<file path="config.mk">
export PLATFORM = sky130hd
export DESIGN_NAME = bresenham_ray_tracer
export DESIGN_NICKNAME = d
export VERILOG_FILES = /design/src/rtl/bresenham_ray_tracer.sv
export SDC_FILE = /design/constraint.sdc
export NUM_CORES = 1
export LEC_CHECK = 0
export CORE_ASPECT_RATIO = 0.75
export CORE_MARGIN = 4
export CORE_UTILIZATION = 51
export DETAILED_ROUTE_END_ITERATION = 8
export MAX_ROUTING_LAYER = met4
export PLACE_DENSITY = 0.7
export SLEW_MARGIN = 20
export SYNTH_ARGS = -nofsm -noshare
export SYNTH_HDL_FRONTEND = slang
export SYNTH_SLANG_ARGS = --single-unit
export TNS_END_PERCENT = 5
</file>
<file path="constraint.sdc">
create_clock -name clock -period 6.4 [get_ports clock]
set_input_delay 1.28 -clock clock [delete_from_list [all_inputs] [get_ports clock]]
set_output_delay 1.28 -clock clock [all_outputs]
set_load 0.1 [all_outputs]
</file>
<file path="src/rtl/bresenham_ray_tracer.sv">
// bresenham_ray_tracer: 2D occupancy-grid ray tracer. Emits the hit cell once as occupied,
// then walks origin -> hit emitting each cell as free. Define BRESENHAM_MAX_RANGE_EN to cap free cells at MAX_FREE.
module bresenham_ray_tracer #(
  parameter int COORD_W  = 8,
  parameter int MAX_FREE = 255
) (
  input  logic               clock,
  input  logic               reset,
  input  logic               start,
  input  logic [COORD_W-1:0] x0,
  input  logic [COORD_W-1:0] y0,
  input  logic [COORD_W-1:0] x1,
  input  logic [COORD_W-1:0] y1,
  input  logic               occupancy_busy,
  output logic [COORD_W-1:0] cell_x,
  output logic [COORD_W-1:0] cell_y,
  output logic               cell_is_free,
  output logic               write_enable,
  output logic               busy,
  output logic               done
);
  localparam int ERR_W = COORD_W + 2;

  typedef enum logic [2:0] {
    S_IDLE   = 3'd0,
    S_SET_UP = 3'd1,
    S_OCC    = 3'd2,
    S_FREE   = 3'd3,
    S_DONE   = 3'd4
  } state_t;

  state_t                  state_q, state_d;
  logic [COORD_W-1:0]      ox_q, ox_d, oy_q, oy_d, hx_q, hx_d, hy_q, hy_d;
  logic [COORD_W-1:0]      cx_q, cx_d, cy_q, cy_d;
  logic signed [ERR_W-1:0] dx_q, dx_d, dy_q, dy_d, err_q, err_d;
  logic                    sx_neg_q, sx_neg_d, sy_neg_q, sy_neg_d;
  logic [COORD_W-1:0]      cell_x_q, cell_x_d, cell_y_q, cell_y_d;
  logic                    cell_is_free_q, cell_is_free_d;
  logic                    write_enable_q, write_enable_d;
  logic                    busy_q, busy_d, done_q, done_d;

  logic                    accept_s, step_x_s, step_y_s, at_hit_s, cap_hit_s;
  logic [COORD_W-1:0]      abs_x_s, abs_y_s, nx_s, ny_s;
  logic signed [ERR_W:0]   e2_s, dx_ext_s, dy_ext_s;
  logic signed [ERR_W-1:0] err_step_s;

  assign accept_s = write_enable_q & ~occupancy_busy;
  assign abs_x_s  = (hx_q >= ox_q) ? (hx_q - ox_q) : (ox_q - hx_q);
  assign abs_y_s  = (hy_q >= oy_q) ? (hy_q - oy_q) : (oy_q - hy_q);

  // One extra bit keeps 2*err exact for the comparisons against dx and dy.
  assign e2_s     = {err_q, 1'b0};
  assign dx_ext_s = {dx_q[ERR_W-1], dx_q};
  assign dy_ext_s = {dy_q[ERR_W-1], dy_q};
  assign step_x_s = (e2_s >= dy_ext_s);
  assign step_y_s = (e2_s <= dx_ext_s);

  assign nx_s = step_x_s ? (sx_neg_q ? (cx_q - COORD_W'(1)) : (cx_q + COORD_W'(1))) : cx_q;
  assign ny_s = step_y_s ? (sy_neg_q ? (cy_q - COORD_W'(1)) : (cy_q + COORD_W'(1))) : cy_q;
  assign err_step_s = err_q + (step_x_s ? dy_q : $signed(ERR_W'(0)))
                            + (step_y_s ? dx_q : $signed(ERR_W'(0)));
  assign at_hit_s = (nx_s == hx_q) && (ny_s == hy_q);

`ifdef BRESENHAM_MAX_RANGE_EN
  localparam int CNT_W = $clog2(MAX_FREE + 1);
  logic [CNT_W-1:0] free_cnt_q, free_cnt_d;

  assign cap_hit_s = ((free_cnt_q + CNT_W'(1)) == CNT_W'(MAX_FREE));

  // Free-cell counter next value: cleared per ray, bumped on each accepted free write.
  always_comb begin
    free_cnt_d = free_cnt_q;
    if (state_q == S_SET_UP) begin
      free_cnt_d = '0;
    end else if ((state_q == S_FREE) && accept_s) begin
      free_cnt_d = free_cnt_q + CNT_W'(1);
    end else begin
      free_cnt_d = free_cnt_q;
    end
  end

  // Free-cell counter register.
  always_ff @(posedge clock or posedge reset) begin
    if (reset) begin
      free_cnt_q <= '0;
    end else begin
      free_cnt_q <= free_cnt_d;
    end
  end
`else
  assign cap_hit_s = (MAX_FREE < 0);
`endif

  // Next-state and next-output logic; outputs are registered alongside the state.
  always_comb begin
    state_d        = state_q;
    ox_d           = ox_q;
    oy_d           = oy_q;
    hx_d           = hx_q;
    hy_d           = hy_q;
    cx_d           = cx_q;
    cy_d           = cy_q;
    dx_d           = dx_q;
    dy_d           = dy_q;
    err_d          = err_q;
    sx_neg_d       = sx_neg_q;
    sy_neg_d       = sy_neg_q;
    cell_x_d       = cell_x_q;
    cell_y_d       = cell_y_q;
    cell_is_free_d = cell_is_free_q;
    write_enable_d = write_enable_q;
    done_d         = 1'b0;
    case (state_q)
      S_IDLE: begin
        if (start && !occupancy_busy) begin
          state_d = S_SET_UP;
          ox_d    = x0;
          oy_d    = y0;
          hx_d    = x1;
          hy_d    = y1;
        end else begin
          state_d = S_IDLE;
        end
      end
      S_SET_UP: begin
        dx_d           = $signed({2'b00, abs_x_s});
        dy_d           = -$signed({2'b00, abs_y_s});
        err_d          = $signed({2'b00, abs_x_s}) - $signed({2'b00, abs_y_s});
        sx_neg_d       = (hx_q < ox_q);
        sy_neg_d       = (hy_q < oy_q);
        cx_d           = ox_q;
        cy_d           = oy_q;
        state_d        = S_OCC;
        cell_x_d       = hx_q;
        cell_y_d       = hy_q;
        cell_is_free_d = 1'b0;
        write_enable_d = 1'b1;
      end
      S_OCC: begin
        if (accept_s && (ox_q == hx_q) && (oy_q == hy_q)) begin
          state_d        = S_DONE;
          write_enable_d = 1'b0;
          cell_x_d       = '0;
          cell_y_d       = '0;
          done_d         = 1'b1;
        end else if (accept_s) begin
          state_d        = S_FREE;
          cell_x_d       = cx_q;
          cell_y_d       = cy_q;
          cell_is_free_d = 1'b1;
        end else begin
          state_d = S_OCC;
        end
      end
      S_FREE: begin
        if (accept_s) begin
          cx_d  = nx_s;
          cy_d  = ny_s;
          err_d = err_step_s;
          if (at_hit_s || cap_hit_s) begin
            state_d        = S_DONE;
            write_enable_d = 1'b0;
            cell_is_free_d = 1'b0;
            cell_x_d       = '0;
            cell_y_d       = '0;
            done_d         = 1'b1;
          end else begin
            state_d  = S_FREE;
            cell_x_d = nx_s;
            cell_y_d = ny_s;
          end
        end else begin
          state_d = S_FREE;
        end
      end
      S_DONE: begin
        state_d        = S_IDLE;
        write_enable_d = 1'b0;
        cell_is_free_d = 1'b0;
        cell_x_d       = '0;
        cell_y_d       = '0;
      end
      default: begin
        state_d        = S_IDLE;
        write_enable_d = 1'b0;
        cell_is_free_d = 1'b0;
        cell_x_d       = '0;
        cell_y_d       = '0;
      end
    endcase
    busy_d = (state_d != S_IDLE);
  end

  // State, datapath and output registers.
  always_ff @(posedge clock or posedge reset) begin
    if (reset) begin
      state_q        <= S_IDLE;
      ox_q           <= '0;
      oy_q           <= '0;
      hx_q           <= '0;
      hy_q           <= '0;
      cx_q           <= '0;
      cy_q           <= '0;
      dx_q           <= '0;
      dy_q           <= '0;
      err_q          <= '0;
      sx_neg_q       <= 1'b0;
      sy_neg_q       <= 1'b0;
      cell_x_q       <= '0;
      cell_y_q       <= '0;
      cell_is_free_q <= 1'b0;
      write_enable_q <= 1'b0;
      busy_q         <= 1'b0;
      done_q         <= 1'b0;
    end else begin
      state_q        <= state_d;
      ox_q           <= ox_d;
      oy_q           <= oy_d;
      hx_q           <= hx_d;
      hy_q           <= hy_d;
      cx_q           <= cx_d;
      cy_q           <= cy_d;
      dx_q           <= dx_d;
      dy_q           <= dy_d;
      err_q          <= err_d;
      sx_neg_q       <= sx_neg_d;
      sy_neg_q       <= sy_neg_d;
      cell_x_q       <= cell_x_d;
      cell_y_q       <= cell_y_d;
      cell_is_free_q <= cell_is_free_d;
      write_enable_q <= write_enable_d;
      busy_q         <= busy_d;
      done_q         <= done_d;
    end
  end

  assign cell_x       = cell_x_q;
  assign cell_y       = cell_y_q;
  assign cell_is_free = cell_is_free_q;
  assign write_enable = write_enable_q;
  assign busy         = busy_q;
  assign done         = done_q;

endmodule
</file>
-- After elaboration in Yosys (flattened, before gate mapping)
Cells that the tools add are included.
W data, S select, Z words.
- bits in registers: 101
- bits in latches: 0
- bits in writable memories: 0
- memory bits (read-only): 0
- input port bits: 36
- output and inout port bits: 20
- logic and storage cells: 106
- memories: 0
- add/sub/neg operators: 12
- $mul: 0
- divide/modulo/power cells: 0
- magnitude comparators: 6
- equal/unequal tests: 13
- shift-type cells: 0
- multiplexer cells: 41
- bitwise logic cells: 3
- reduce and logical (&&, ||, !) cells: 13
- operators with widths (kind ; number):
    $mux W8 ; 17
    $pmux W8 S4 ; 2
    $eq A8 B8 Y1 ; 4
    $pmux W8 S2 ; 2
    $sub A8 B8 Y8 ; 4
    $mux W10 ; 2
    $pmux W10 S2 ; 1
    $add A8 B1 Y8 const B ; 2
    $ge A8 B8 Y1 ; 2
    $lt A8 B8 Y1 ; 2
    $sub A8 B1 Y8 const B ; 2
    $pmux W3 S4 ; 1
    $ge A11 B10 Y1 ; 1
    $le A11 B9 Y1 ; 1
    $add A10 B10 Y10 ; 1
    $add A10 B9 Y10 ; 1
    $mux W1 ; 10
    $ne A2 B2 Y1 const B ; 5
    $neg A8 Y10 ; 1
    $mux W3 ; 3
    $sub A8 B8 Y9 ; 1
    $eq A3 B2 Y1 const B ; 2
    $reduce_and A5 Y1 ; 1
    $logic_and A1 B1 Y1 ; 4
    other kinds (14) ; 16

-- Longest topological paths before layout
- word-level depth: 9
- mapped depth: 23
- depth with buffers taken out: 22

-- Worst setup path before layout
No wires, ideal clock.
- kind: register to register
- start point: reg err_q[7]
- end point: reg err_q[9]
- setup time: 82 ps
- arrival time: 4443 ps
- data required time: 6318 ps
- slack: 1875 ps
- cell stages (with the launch flop): 22
- path buffers: 1
- clock period less this slack: 4525 ps
- cells stage by stage: dfrtp_1 > ha_1 > a211oi_1 > o21bai_1 > a211oi_2 > xnor2_1 > clkbuf_1 > nor2_1 > fa_1 > ha_1 > inv_1 > fa_1 > inv_1 > a21oi_1 > o21bai_1 > a21oi_1 > o21bai_1 > a21o_1 > a21oi_1 > xnor2_1 > nand2_1 > a31oi_1
- cells in the longest elaborated chain, start to end: 6
- elaborated cells on any way between the ends: 8
- classes of those cells: add/sub (2); order compare (2); mux (4)
- ends and longest elaborated chain (item ; RTL line ; RTL):
    start: declaration ; 35 ; logic signed [ERR_W-1:0] dx_q, dx_d, dy_q, dy_d, err_q, err_d;
    start signal: assignment ; 225 ; err_q <= err_d;
    $ge A11 B10 Y1 ; 55 ; assign step_x_s = (e2_s >= dy_ext_s);
    $mux W10 ; 60 ; assign err_step_s = err_q + (step_x_s ? dy_q : $signed(ERR_W'(0)))
    $add A10 B10 Y10 ; 60 ;
    $add A10 B9 Y10 * ; 61 ; + (step_y_s ? dx_q : $signed(ERR_W'(0)));
    $mux W10 * ; 156 ; if (accept_s) begin
    $pmux W10 S2 * ; 113 ; case (state_q)
Mark *: on every way between the ends. The rest lies on a longest branch, timed or not. The select of a mux whose other input is x is not followed.
A chain may end at the register's enable or synchronous reset.

-- Worst setup path after layout
- start point: reg err_q[9]
- end point: reg err_q[9]
The elaborated chain is that of the path after synthesis.

==> flow_summary.ini <==
[placed_design]
post-dp-hpwl_um = 19500
dp_slack_ns = 1.49
dp_cells = 1227
place.gp.congestion = 0.954
port_buffers = 55

[sta]
min_period_ns = 4.90
max-slew-margin-rel_pct = 34.8
skew_ns = 0.0108
fmax_mhz = 204
final-setup-viol-count = 0
setup_slack_ns = 1.50
max_slew.worst_pin.slew_ns = 0.976
fin_tns_setup_ns = 0
finalHoldViolCount = 0
rsz0062_at_grt = false
drv_slew = 0
post-route-period-util_pct = 76.6

[clock_tree]
clk_pin_slew_worst_paths_ns = 0.08
clock_latency_ns = 0.36
htree_num_levels = 3
postCtsSetupRepairBufs = 0
cts.sinks = 101
cts_root_buf = clkbuf_16
cts_resized = 0
cts_buffers = 9
cts_max_path_buffers = 2
ctsHoldBuffers = 0
cts_tree = done

[yosys]
postSynthCellCount = 990
synth_top_flop_cell = dfrtp_1
synth_common_cells = dfrtp_1 (101), o21ai_0 (98), nand2_1 (97), inv_1 (90), a21oi_1 (89)
async_reset_ff_share_pct = 100
synth-edff-count = 0
yosys.cell_types.count = 74
ys_seq_area_share_pct = 30.3
yosysWarnings = 0
synthesis.nets = 1119
synth.most_common_cell = dfrtp_1
yosys-top-cells-area = dfrtp_1 (30%), ha_1 (12%), o21ai_0 (5.9%), a21oi_1 (5.3%), nand2_1 (4.4%)
netlist_area_sq_mm = 0.00833
synth_top_area_cell = dfrtp_1
synth_top_cell_area_share_pct = 30.3
ys_ff_latch = 101
syn_area_per_cell_sq_um = 8.41

[pwr]
pwr-share-clk_pct = 33.0
p_switching_mw = 0.531
switching_share_pct = 33.3
p_seq_share_pct = 44.1
ir_worst_vdd_mv = 0.122
powerDensity_mw_per_mm2 = 170
p_leak_nw = 4.08
power_frac_comb_pct = 22.8
p_int_mw = 1.06

[layout]
fin_cells = 1244
area_delta_synth_final_pct = 12.5
num-fill-cells = 1485
nNetsFinal = 1157
drive_gt1_share_pct = 5.42
finish.utilization_pct = 58.5

[die]
die_w_um = 156
io-pin-count = 56
std_cell_rows = 40
die_y_um = 119
coreArea_sq_mm = 0.0160
initial_core_util_pct = 52.0
die_area_sq_mm = 0.0185

[drt]
wl_um = 25100
vias = 7623
via_per_inst = 6.13
drt_iter0_drc = 618
first_pass_iters = 5
ant_nets = 0
drc = 0
wl_per_cell_um = 20.2

[worst_setup_path]
cp-start-kind = flop
slowest_delay_ns = 0.59
cp.arrival_ns = 5.19
crit_top_cell = a21oi_1
required_ns = 6.68
path_buf_inv = 2
critical-path-top-delay-family = adder cells
cp-end-kind = flop
crit_type = flop to flop
crit_fanout = 14
slowest_stage = ha_1
path_cells = ha_1 > nand4_1 > a211oi_2 > a211oi_2 > xnor2_1 > nor2_1 > fa_1 > ha_1 > inv_1 > fa_1 > inv_1 > a21oi_1 > o21bai_1 > a21oi_1 > o21bai_1 > a21o_1 > a21oi_1 > xnor2_1 > nand2_1 > a31oi_1

[global_routing]
grt_pass1_wl_um = 40000
groute.usage.overall_pct = 28.4
gr-total-overflow = 0
antenna_found_initial = 1
grt_pass1_vias = 7073
grt_max_degree = 69

[job]
cap_violations = 0

[run_status]
status = finished, final reports clean

[min_path]
hold_path.class = flop to flop
-- routing by layer --
| layer | vias up | wire length, um | GRT usage, % |
|---|---|---|---|
| met1 | 3678 | 11800 | 42.0 |
| met3 | 36 | 3060 | 9.96 |
| met2 | 337 | 9800 | 36.8 |
| met4 | 0 | 491 | 6.78 |
| li1 | 3572 | - | - |
| met5 | - | 0 | - |
-- final timing paths --
kind / from / end / slack, ns / cells after the start
min reg2reg: dy_q[7] / dy_q[7] / 0.48 / 2
min: dy_q[7] / dy_q[7] / 0.48 / 2
min in group asynchronous: reset / dx_q[0] / 1.46 / 2
max: err_q[9] / err_q[9] / 1.50 / 20
max reg2reg: err_q[9] / err_q[9] / 1.50 / 20
max in group asynchronous: reset / cell_x[0] / 3.91 / 3
-- worst register-to-register path, stage by stage (launching register included) --
cell and delay (ns):
dfrtp_1 0.47, ha_1 0.59, nand4_1 0.17, a211oi_2 0.30
a211oi_2 0.15, xnor2_1 0.59, nor2_1 0.14, fa_1 0.54
ha_1 0.16, inv_1 0.06, fa_1 0.41, inv_1 0.08
a21oi_1 0.06, o21bai_1 0.19, a21oi_1 0.10, o21bai_1 0.21
a21o_1 0.16, a21oi_1 0.07, xnor2_1 0.16, nand2_1 0.07
a31oi_1 0.17
-- sequential cells by signal (all words and copies together) (netlist names), 3 cells and up --
| register | flops |
|---|---|
| dy_q | 10 |
| err_q | 10 |
| cell_x | 8 |
| cell_y | 8 |
| cx_q | 8 |
| cy_q | 8 |
| dx_q | 8 |
| hx_q | 8 |
| hy_q | 8 |
| ox_q | 8 |
| oy_q | 8 |
| state_q | 3 |
-- layout make-up --
class | count | area, sq um | share of cell area (%)
Antenna cell | 1 | 2.50 | 0.0267
Inverter | 90 | 340 | 3.63
Clock buffer | 10 | 229 | 2.44
Timing Repair Buffer | 65 | 626 | 6.68
Sequential cell | 101 | 2530 | 27.0
Clock inverter | 6 | 46.3 | 0.494
Multi-Input combinational cell | 761 | 5340 | 57.0
Tap cell | 210 | 263 | 2.80
-- layout by cell type (no fill, tap or decap), drive strengths merged, types with 11 or more instances in the layout --
master         netlist  layout
a21oi               89      89
o22ai               13      13
mux2i               23      23
nor3                20      20
o21bai              11      11
inv                 90      92
nand2               99      99
o21ai              100     100
ha                  77      77
clkdlybuf4s50        0      55
dfrtp              101     101
xor2                17      17
xnor2               38      38
a21o                13      13
nor2                79      79
nand3               11      11
fa                  16      16
nand2b              15      15
-- power groups by stage --
stage | sequential [mW] | clock, mW | combinational, mW
2_1_floorplan | 0.804 | 0 | 0.163
3_3_place_gp | 0.713 | 0 | 0.356
3_5_place_dp | 0.714 | 0 | 0.359
4_1_cts | 0.702 | 0.540 | 0.361
5_1_grt | 0.707 | 0.562 | 0.394
6_report | 0.703 | 0.526 | 0.363
-- logic make-up (layout without fill, tap and decap cells) --
kind of cell | Yosys count | after routing | share of synthesized area [%]
other | 0 | 1 | 0
DFF | 101 | 101 | 30.3
and+or+nand+nor | 274 | 274 | 15.3
xor gates and xnor gates | 56 | 56 | 6.05
buffers and inverters | 128 | 171 | 5.95
muxes | 33 | 33 | 4.12
adders and majority gates | 93 | 93 | 15.4
AOI/OAI and AO/OA | 305 | 305 | 22.8
-- per-stage QoR --
| step | power [mW] | hold slack, ns | instance area [sq um] |
|---|---|---|---|
| 2_1_floorplan | 0.967 | 0.450 | 8330 |
| 3_3_place_gp | 1.07 | 0.465 | 9080 |
| 3_5_place_dp | 1.07 | 0.471 | 9080 |
| 4_1_cts | 1.60 | 0.486 | 9360 |
| 5_1_grt | 1.66 | 0.516 | 9370 |
| 6_report | 1.59 | 0.482 | 9370 |
No activity file was read; power rests on OpenSTA's default activity.
